[config.mk]
export PLATFORM = sky130hd
export DESIGN_NAME = decode_stage
export DESIGN_NICKNAME = d
export VERILOG_FILES = /design/src/rtl/riscv_pkg.sv /design/src/rtl/imm_gen.sv /design/src/rtl/decode_stage.sv
export SDC_FILE = /design/constraint.sdc
export NUM_CORES = 1
export LEC_CHECK = 0
export ABC_AREA = 0
export CAP_MARGIN = 30
export CORE_MARGIN = 8
export CORE_UTILIZATION = 38
export CTS_CLUSTER_DIAMETER = 120
export DETAILED_ROUTE_END_ITERATION = 10
export GPL_ROUTABILITY_DRIVEN = 1
export PLACE_DENSITY = 0.78
export SLEW_MARGIN = 15
export SYNTH_ARGS = -nofsm -noshare
export SYNTH_HDL_FRONTEND = slang
export SYNTH_SLANG_ARGS = --single-unit
[constraint.sdc]
create_clock -name clk -period 2.5 [get_ports clk]
set_input_delay 0.5 -clock clk [delete_from_list [all_inputs] [get_ports clk]]
set_output_delay 0.5 -clock clk [all_outputs]
set_load 0.01 [all_outputs]
[src/rtl/riscv_pkg.sv]
// Shared RV32I decode definitions: opcodes, ALU operation encodings and ex_ctrl layout.
package riscv_pkg;

  localparam logic [6:0] OPC_LUI    = 7'b0110111;
  localparam logic [6:0] OPC_AUIPC  = 7'b0010111;
  localparam logic [6:0] OPC_JAL    = 7'b1101111;
  localparam logic [6:0] OPC_JALR   = 7'b1100111;
  localparam logic [6:0] OPC_BRANCH = 7'b1100011;
  localparam logic [6:0] OPC_LOAD   = 7'b0000011;
  localparam logic [6:0] OPC_STORE  = 7'b0100011;
  localparam logic [6:0] OPC_OP_IMM = 7'b0010011;
  localparam logic [6:0] OPC_OP     = 7'b0110011;

  typedef enum logic [3:0] {
    ALU_ADD    = 4'd0,
    ALU_SUB    = 4'd1,
    ALU_SLL    = 4'd2,
    ALU_SLT    = 4'd3,
    ALU_SLTU   = 4'd4,
    ALU_XOR    = 4'd5,
    ALU_SRL    = 4'd6,
    ALU_SRA    = 4'd7,
    ALU_OR     = 4'd8,
    ALU_AND    = 4'd9,
    ALU_PASS_B = 4'd10,
    ALU_AUIPC  = 4'd11,
    ALU_LINK   = 4'd12
  } alu_op_t;

  // Field order defines the packed ex_ctrl bus, MSB first.
  typedef struct packed {
    alu_op_t    alu_op;
    logic       alu_src_imm;
    logic       mem_read;
    logic       mem_write;
    logic       reg_write;
    logic       branch;
    logic       jump;
    logic [2:0] funct3;
  } ctrl_t;

  localparam int unsigned CTRL_W           = 13;
  localparam int unsigned CTRL_ALU_OP_LSB  = 9;
  localparam int unsigned CTRL_ALU_SRC_IMM = 8;
  localparam int unsigned CTRL_MEM_READ    = 7;
  localparam int unsigned CTRL_MEM_WRITE   = 6;
  localparam int unsigned CTRL_REG_WRITE   = 5;
  localparam int unsigned CTRL_BRANCH      = 4;
  localparam int unsigned CTRL_JUMP        = 3;
  localparam int unsigned CTRL_FUNCT3_LSB  = 0;

  // alt selects SUB/SRA; callers only set it where the ISA allows.
  function automatic alu_op_t alu_op_from_funct(input logic [2:0] funct3, input logic alt);
    case (funct3)
      3'b000:  return alt ? ALU_SUB : ALU_ADD;
      3'b001:  return ALU_SLL;
      3'b010:  return ALU_SLT;
      3'b011:  return ALU_SLTU;
      3'b100:  return ALU_XOR;
      3'b101:  return alt ? ALU_SRA : ALU_SRL;
      3'b110:  return ALU_OR;
      default: return ALU_AND;
    endcase
  endfunction

endpackage

[src/rtl/imm_gen.sv]
// RV32I immediate generator: selects I/S/B/U/J format from the opcode, sign-extends to 32 bits.
module imm_gen
  import riscv_pkg::*;
(
  input  logic [31:0] instr,
  output logic [31:0] imm
);

  always_comb begin
    imm = '0;
    case (instr[6:0])
      OPC_LOAD, OPC_OP_IMM, OPC_JALR:
        imm = {{20{instr[31]}}, instr[31:20]};
      OPC_STORE:
        imm = {{20{instr[31]}}, instr[31:25], instr[11:7]};
      OPC_BRANCH:
        imm = {{19{instr[31]}}, instr[31], instr[7], instr[30:25], instr[11:8], 1'b0};
      OPC_LUI, OPC_AUIPC:
        imm = {instr[31:12], 12'h000};
      OPC_JAL:
        imm = {{11{instr[31]}}, instr[31], instr[19:12], instr[20], instr[30:21], 1'b0};
      default:
        imm = '0;
    endcase
  end

endmodule

[src/rtl/decode_stage.sv]
// RV32I decode stage: IF/ID register, decode, load-use / writeback hazard stall, ID/EX register.
// Build option DECODE_WB_BYPASS_EN forwards the writeback port into operand reads instead of stalling.
module decode_stage
  import riscv_pkg::*;
#(
  parameter logic [31:0] NOP_INSTR = 32'h0000_0013
) (
  input  logic        clk,
  input  logic        reset,
  input  logic        if_valid,
  input  logic [31:0] if_pc,
  input  logic [31:0] if_instr,
  output logic        id_stall,
  input  logic        ex_flush,
  output logic [4:0]  rf_read_addr_1,
  output logic [4:0]  rf_read_addr_2,
  input  logic [31:0] rf_data_1,
  input  logic [31:0] rf_data_2,
  input  logic        wb_reg_write,
  input  logic [4:0]  wb_write_addr,
  input  logic [31:0] wb_write_data,
  output logic        ex_valid,
  output logic [31:0] ex_pc,
  output logic [31:0] ex_rs1_val,
  output logic [31:0] ex_rs2_val,
  output logic [31:0] ex_imm,
  output logic [4:0]  ex_rs1,
  output logic [4:0]  ex_rs2,
  output logic [4:0]  ex_rd,
  output logic [12:0] ex_ctrl
);

  logic        ifid_valid;
  logic [31:0] ifid_pc;
  logic [31:0] ifid_instr;

  logic [6:0]  opcode;
  logic [4:0]  rs1, rs2, rd;
  logic [2:0]  funct3;
  logic        legal, rs1_used, rs2_used, dec_valid;
  ctrl_t       dec_ctrl;
  ctrl_t       ex_ctrl_r;
  logic [31:0] dec_imm;
  logic [31:0] rs1_val, rs2_val;
  logic        rs1_hit_wb, rs2_hit_wb;
  logic        load_use, wb_hazard;

  assign opcode = ifid_instr[6:0];
  assign rd     = ifid_instr[11:7];
  assign funct3 = ifid_instr[14:12];
  assign rs1    = ifid_instr[19:15];
  assign rs2    = ifid_instr[24:20];

  assign rf_read_addr_1 = reset ? NOP_INSTR[19:15] : rs1;
  assign rf_read_addr_2 = reset ? NOP_INSTR[24:20] : rs2;

  always_ff @(posedge clk) begin
    if (reset || ex_flush) begin
      ifid_valid <= 1'b0;
      ifid_pc    <= '0;
      ifid_instr <= NOP_INSTR;
    end else if (!id_stall) begin
      ifid_valid <= if_valid;
      ifid_pc    <= if_pc;
      ifid_instr <= if_instr;
    end
  end

  always_comb begin
    legal    = 1'b0;
    rs1_used = 1'b0;
    rs2_used = 1'b0;
    dec_ctrl = '0;
    case (opcode)
      OPC_LUI: begin
        legal = 1'b1;
        dec_ctrl.alu_op = ALU_PASS_B;
        dec_ctrl.alu_src_imm = 1'b1;
        dec_ctrl.reg_write = 1'b1;
      end
      OPC_AUIPC: begin
        legal = 1'b1;
        dec_ctrl.alu_op = ALU_AUIPC;
        dec_ctrl.alu_src_imm = 1'b1;
        dec_ctrl.reg_write = 1'b1;
      end
      OPC_JAL: begin
        legal = 1'b1;
        dec_ctrl.alu_op = ALU_LINK;
        dec_ctrl.alu_src_imm = 1'b1;
        dec_ctrl.reg_write = 1'b1;
        dec_ctrl.jump = 1'b1;
      end
      OPC_JALR: begin
        legal = 1'b1;
        rs1_used = 1'b1;
        dec_ctrl.alu_op = ALU_LINK;
        dec_ctrl.alu_src_imm = 1'b1;
        dec_ctrl.reg_write = 1'b1;
        dec_ctrl.jump = 1'b1;
        dec_ctrl.funct3 = funct3;
      end
      OPC_BRANCH: begin
        legal = 1'b1;
        rs1_used = 1'b1;
        rs2_used = 1'b1;
        dec_ctrl.alu_op = ALU_SUB;
        dec_ctrl.branch = 1'b1;
        dec_ctrl.funct3 = funct3;
      end
      OPC_LOAD: begin
        legal = 1'b1;
        rs1_used = 1'b1;
        dec_ctrl.alu_op = ALU_ADD;
        dec_ctrl.alu_src_imm = 1'b1;
        dec_ctrl.mem_read = 1'b1;
        dec_ctrl.reg_write = 1'b1;
        dec_ctrl.funct3 = funct3;
      end
      OPC_STORE: begin
        legal = 1'b1;
        rs1_used = 1'b1;
        rs2_used = 1'b1;
        dec_ctrl.alu_op = ALU_ADD;
        dec_ctrl.alu_src_imm = 1'b1;
        dec_ctrl.mem_write = 1'b1;
        dec_ctrl.funct3 = funct3;
      end
      OPC_OP_IMM: begin
        legal = 1'b1;
        rs1_used = 1'b1;
        dec_ctrl.alu_op = alu_op_from_funct(funct3, (funct3 == 3'b101) && ifid_instr[30]);
        dec_ctrl.alu_src_imm = 1'b1;
        dec_ctrl.reg_write = 1'b1;
        dec_ctrl.funct3 = funct3;
      end
      OPC_OP: begin
        legal = 1'b1;
        rs1_used = 1'b1;
        rs2_used = 1'b1;
        dec_ctrl.alu_op = alu_op_from_funct(funct3, ifid_instr[30]);
        dec_ctrl.reg_write = 1'b1;
        dec_ctrl.funct3 = funct3;
      end
      default: ;
    endcase
    if (rd == 5'd0)
      dec_ctrl.reg_write = 1'b0;
  end

  assign dec_valid = ifid_valid && legal;

  imm_gen u_imm_gen (
    .instr (ifid_instr),
    .imm   (dec_imm)
  );

  assign rs1_hit_wb = wb_reg_write && (wb_write_addr != 5'd0) && rs1_used && (wb_write_addr == rs1);
  assign rs2_hit_wb = wb_reg_write && (wb_write_addr != 5'd0) && rs2_used && (wb_write_addr == rs2);

`ifdef DECODE_WB_BYPASS_EN
  assign wb_hazard = 1'b0;
  assign rs1_val = (!rs1_used || rs1 == 5'd0) ? '0 : (rs1_hit_wb ? wb_write_data : rf_data_1);
  assign rs2_val = (!rs2_used || rs2 == 5'd0) ? '0 : (rs2_hit_wb ? wb_write_data : rf_data_2);
`else
  logic unused_wb_data;
  assign unused_wb_data = ^wb_write_data;
  // Register file is written at this edge; stalling once lets the next cycle read the new value.
  assign wb_hazard = rs1_hit_wb || rs2_hit_wb;
  assign rs1_val = (!rs1_used || rs1 == 5'd0) ? '0 : rf_data_1;
  assign rs2_val = (!rs2_used || rs2 == 5'd0) ? '0 : rf_data_2;
`endif

  assign load_use = ex_valid && ex_ctrl_r.mem_read && (ex_rd != 5'd0) &&
                    ((rs1_used && ex_rd == rs1) || (rs2_used && ex_rd == rs2));

  assign id_stall = !reset && !ex_flush && dec_valid && (load_use || wb_hazard);

  always_ff @(posedge clk) begin
    if (reset || ex_flush || id_stall || !dec_valid) begin
      ex_valid   <= 1'b0;
      ex_pc      <= '0;
      ex_rs1_val <= '0;
      ex_rs2_val <= '0;
      ex_imm     <= '0;
      ex_rs1     <= '0;
      ex_rs2     <= '0;
      ex_rd      <= '0;
      ex_ctrl_r  <= '0;
    end else begin
      ex_valid   <= 1'b1;
      ex_pc      <= ifid_pc;
      ex_rs1_val <= rs1_val;
      ex_rs2_val <= rs2_val;
      ex_imm     <= dec_imm;
      ex_rs1     <= rs1_used ? rs1 : 5'd0;
      ex_rs2     <= rs2_used ? rs2 : 5'd0;
      ex_rd      <= dec_ctrl.reg_write ? rd : 5'd0;
      ex_ctrl_r  <= dec_ctrl;
    end
  end

  assign ex_ctrl = ex_ctrl_r;

endmodule

==> results.md <==
Outcome:
- The run finished, with violations left.
- The checks that failed: negative setup slack.

Yosys:
- The number of instances in the synthesized netlist is 783.
- The number of different library cells in the post-synthesis netlist is 49.
- The share of Yosys cell area claimed by the top area cell type is 58.3%.
- After synthesis the netlist holds a flip-flop and latch count of 222.
- Sequential cells were found to cover 58.3% of the synthesized design area.
- Of all flip-flops after synthesis, the portion carrying an async set or reset was 0%.
- The most used flip-flop cell after synthesis is sky130_fd_sc_hd__dfxtp_1.
- In this run the mean area of a mapped cell was 9.74 um^2.
- The synthesized design contains 0 enable-type register cells.
- The largest area contributor in the netlist is sky130_fd_sc_hd__dfxtp_1.
- The commonest cells after synthesis are sky130_fd_sc_hd__dfxtp_1 (222), sky130_fd_sc_hd__o21ai_0 (87), sky130_fd_sc_hd__and3_1 (72).
- During synthesis, Yosys emitted a total of 0 warnings.
- Summing every instance area after synthesis gives 7630 um^2.
- Yosys attributes the largest share of cell area to sky130_fd_sc_hd__dfxtp_1 (58%), sky130_fd_sc_hd__and3_1 (5.9%), sky130_fd_sc_hd__o21ai_0 (5.7%), sky130_fd_sc_hd__a21oi_1 (3.9%), sky130_fd_sc_hd__and2_1 (3.5%).
- Counting every net in the synthesized netlist gives 953.
- The most frequently used cell type in the post-synthesis netlist is sky130_fd_sc_hd__dfxtp_1.

STA:
- Setup violations remaining at the end of the flow were counted as 1.
- The actual slew at the worst max-slew pin is 886 ps.
- The final hold violation count is 0.
- The max-slew headroom at the worst pin is 40.8%.
- For the finished layout, the period the worst path requires is 2780 ps.
- Hold timing on the final database bottoms out at a slack of 445 ps.
- Setup repair after global routing could not meet its margin everywhere.
- The slack of the critical path is -276 ps.
- The maximum clock frequency is 0.360 GHz.
- The clock arrives with 9.24 ps of skew.
- Dividing the final minimum period by the clock period gives 111%.
- The max-slew violation count is 0.

Setup path:
- The maximum cell stage delay along the critical path is 460 ps.
- The critical path contains buffers and inverters numbering 3 combined.
- The signal on the critical path passes through buf_4 > xnor2_2 > nand4_1 > or4_4 > a211oi_4 > nor2_2 > inv_2 > buf_6.
- The worst setup slack for register-to-register paths is 70 ps.
- The data arrival time at the worst-slack endpoint is 2280 ps.
- The peak fanout along the critical path is 3.
- The worst register-to-register path ends at ifid_instr[24].
- The path type of the worst setup path is reg2out.
- Broken down by cell family, the worst path's largest delay share belongs to simple AND/OR/NAND/NOR gates.
- The worst setup path is captured at a primary output.
- The startpoint of the worst-slack reg-to-reg timing path is ifid_instr[17].
- The number of cells on the worst reg-to-reg path is 8.
- The launch point of the critical path is ifid_instr[22].
- STA classifies the critical path startpoint as a flip-flop.
- On the critical path, the stage with the largest delay is an instance of sky130_fd_sc_hd__or4_4.
- At the worst endpoint, the required time is 2000 ps.

Final layout:
- The total area of multi-input combinational cells is 2850 um^2.
- The count of cells in the finished layout, fillers not included, comes to 1393.
- The share of post-route cells with drive strength above 1 is 11.9%.
- The count of nets after finishing is 1271.
- The area overhead of the layout relative to synthesis is 59.0%.
- Fill cells in the final layout number 1671.
- The final cell area excluding filler cells is 12100 um^2.
- The register area is 4450 um^2.
- At the end of the flow the core is filled with cells to 60.7%.

Die:
- The core region is 20000 um^2.
- The horizontal extent of the die is 158 um.
- 338 I/O pins were placed.
- The initial utilization of the core area, before any placement, comes to 38.2%.
- The die is 158 um tall.
- The site row count is 52.
- The die outline area is 24900 um^2.

Clock tree:
- The clock transition time at the flip-flop clock pins of the worst setup and hold paths is 60 ps.
- For this design, the CTS-stage hold fixing added 0 buffers.
- The clock reaches the later pin of the worst-skew pair after 520 ps.
- TritonCTS built the clock tree.
- The deepest level of the CTS H-tree is 1.
- The number of buffers created by CTS is 25.
- The cell sitting at the root of the clock tree is a sky130_fd_sc_hd__clkbuf_16.
- In this run the deepest clock path goes through 3 buffers.
- The clock sink count is 222.

Job:
- The tool flagged a number of max-cap violations equal to 0.

Min path:
- The min-delay analysis places its worst path in the category reg2reg.
- The end point of the worst hold path is ex_pc[14].
- The critical hold path startpoint is ifid_pc[14].
- Along the worst hold path, the cell count comes to 1.

Power:
- Total power for the finished layout comes to 7.91 mW.
- The switching part of the total is 20.9%.
- The share of total power dissipated in sequential elements is 45.8%.
- The share of total power dissipated in combinational logic is 6.4%.
- The analysis attributes to cell leakage a power of 4.92 nW.
- In this run, the clock network consumes 47.8% of the power.
- VDD sags by at most 0.470 mV.
- The power density over the cells is 652 nW/um^2.
- The net switching power figure is 1.65 mW.
- The internal portion of the total power is 6.26 mW.

Global routing:
- The maximum number of pins on one net before global-route repair is 60.
- The number of global-route vias before repair was 6908.
- After global routing the overflow that remains totals 0.
- The number of antenna violations at the first check in global routing is 8.
- The first global-routing pass estimated 39500 um of wire.
- The global routing usage summed across all routing layers is 20.4%.

Placed design:
- In this run the cell area measured after placement is 11100 um^2.
- The count of input and output buffers is 305.
- After detailed placement, the design holds a cell count of 1339.
- Routability-driven placement finished with a final weighted congestion of 0.934.
- The HPWL after detailed placement is 19600 um.

Routing:
- The number of optimization iterations in the first detailed-route pass is 5.
- The detailed-route wire length per cell is 19.0 um.
- The final layout contains routed wiring with a total length of 26500 um.
- The number of DRC violations after detailed routing is 0.
- Across all layers, the routed design uses 6858 vias.
- Once detail routing completed, the nets flagged for antenna violations numbered 0.
- After detailed routing, the number of vias per cell comes to 4.92.
- The number of violations reported at the end of detailed-routing iteration 0 is 326.
worst max path at each step:
stage	end	slack [ps]	cells after the start
2_1_floorplan	id_stall	10	8
3_3_place_gp	id_stall	-820	8
3_5_place_dp	id_stall	-820	8
4_1_cts	id_stall	-290	8
5_1_grt	id_stall	-390	8
6_report	id_stall	-280	8
placed cells by master (no fill, tap or decap), types with 26 or more instances in the layout:
cell type | synthesis | layout
sky130_fd_sc_hd__dfxtp_1 | 222 | 220
sky130_fd_sc_hd__nand2_1 | 62 | 62
sky130_fd_sc_hd__clkdlybuf4s50_1 | 0 | 299
sky130_fd_sc_hd__and2_1 | 43 | 43
sky130_fd_sc_hd__buf_4 | 5 | 49
sky130_fd_sc_hd__a21oi_1 | 60 | 60
sky130_fd_sc_hd__and3_1 | 72 | 72
sky130_fd_sc_hd__nand3_1 | 38 | 38
sky130_fd_sc_hd__o21ai_0 | 87 | 86
sky130_fd_sc_hd__clkbuf_16 | 0 | 26
metal layers:
layer	wire, um	up-vias	track usage [%]
met3	3220	64	7.97
met2	12700	322	35.3
met4	970	8	9.20
li1	-	3315	-
met5	49	-	0
met1	9470	3149	21.7
per-stage QoR:
step | TNS, ps | setup slack (ps)
finish | -276 | -276
global placement | -81480 | -820
detailed placement | -90520 | -820
CTS | -288 | -288
floorplan | 0 | 14.0
global route | -2280 | -386
repair_timing:
item	4_1_cts	5_1_grt
resized for setup	17	7
setup buffers	4	1
cloned	0	1
pin swaps	5	4
endpoints found under the setup margin	6	105
state kept, by name, indices dropped and copies added, names as in the netlist:
signal and count:
ex_ctrl 13, ex_imm 32, ex_pc 32, ex_rd 5
ex_rs1 5, ex_rs1_val 32, ex_rs2 5, ex_rs2_val 32
ex_valid 1, ifid_instr 32, ifid_pc 32, ifid_valid 1
final cells by class:
type / instances / area share, %
inverters: 5 / 0.175
flip-flops and latches: 222 / 36.7
clock buffers: 38 / 6.22
repair buffers: 363 / 29.6
multi-input cells: 484 / 23.5
clock inverters: 7 / 0.939
diodes: 4 / 0.0825
well taps: 270 / 2.79
power groups by stage:
| stage | registers, mW | clock network, mW | logic [mW] |
|---|---|---|---|
| 2_1_floorplan | 3.68 | 0 | 0.192 |
| 3_3_place_gp | 3.70 | 0 | 0.490 |
| 3_5_place_dp | 3.70 | 0 | 0.497 |
| 4_1_cts | 3.62 | 3.86 | 0.503 |
| 5_1_grt | 3.62 | 4.03 | 0.550 |
| 6_report | 3.62 | 3.79 | 0.506 |
logic make-up (layout without fill, tap and decap cells):
kind of cell | Yosys count | after routing | synth area share [%]
AO/OA/AOI/OAI | 174 | 174 | 13.0
flip-flops | 222 | 222 | 58.3
other | 0 | 4 | 0
multiplexers | 2 | 2 | 0.279
AND/OR/NAND/NOR | 288 | 288 | 20.9
XOR/XNOR | 20 | 20 | 2.30
buffers and inverters | 77 | 413 | 5.18
No activity file was read; power rests on OpenSTA's default activity.
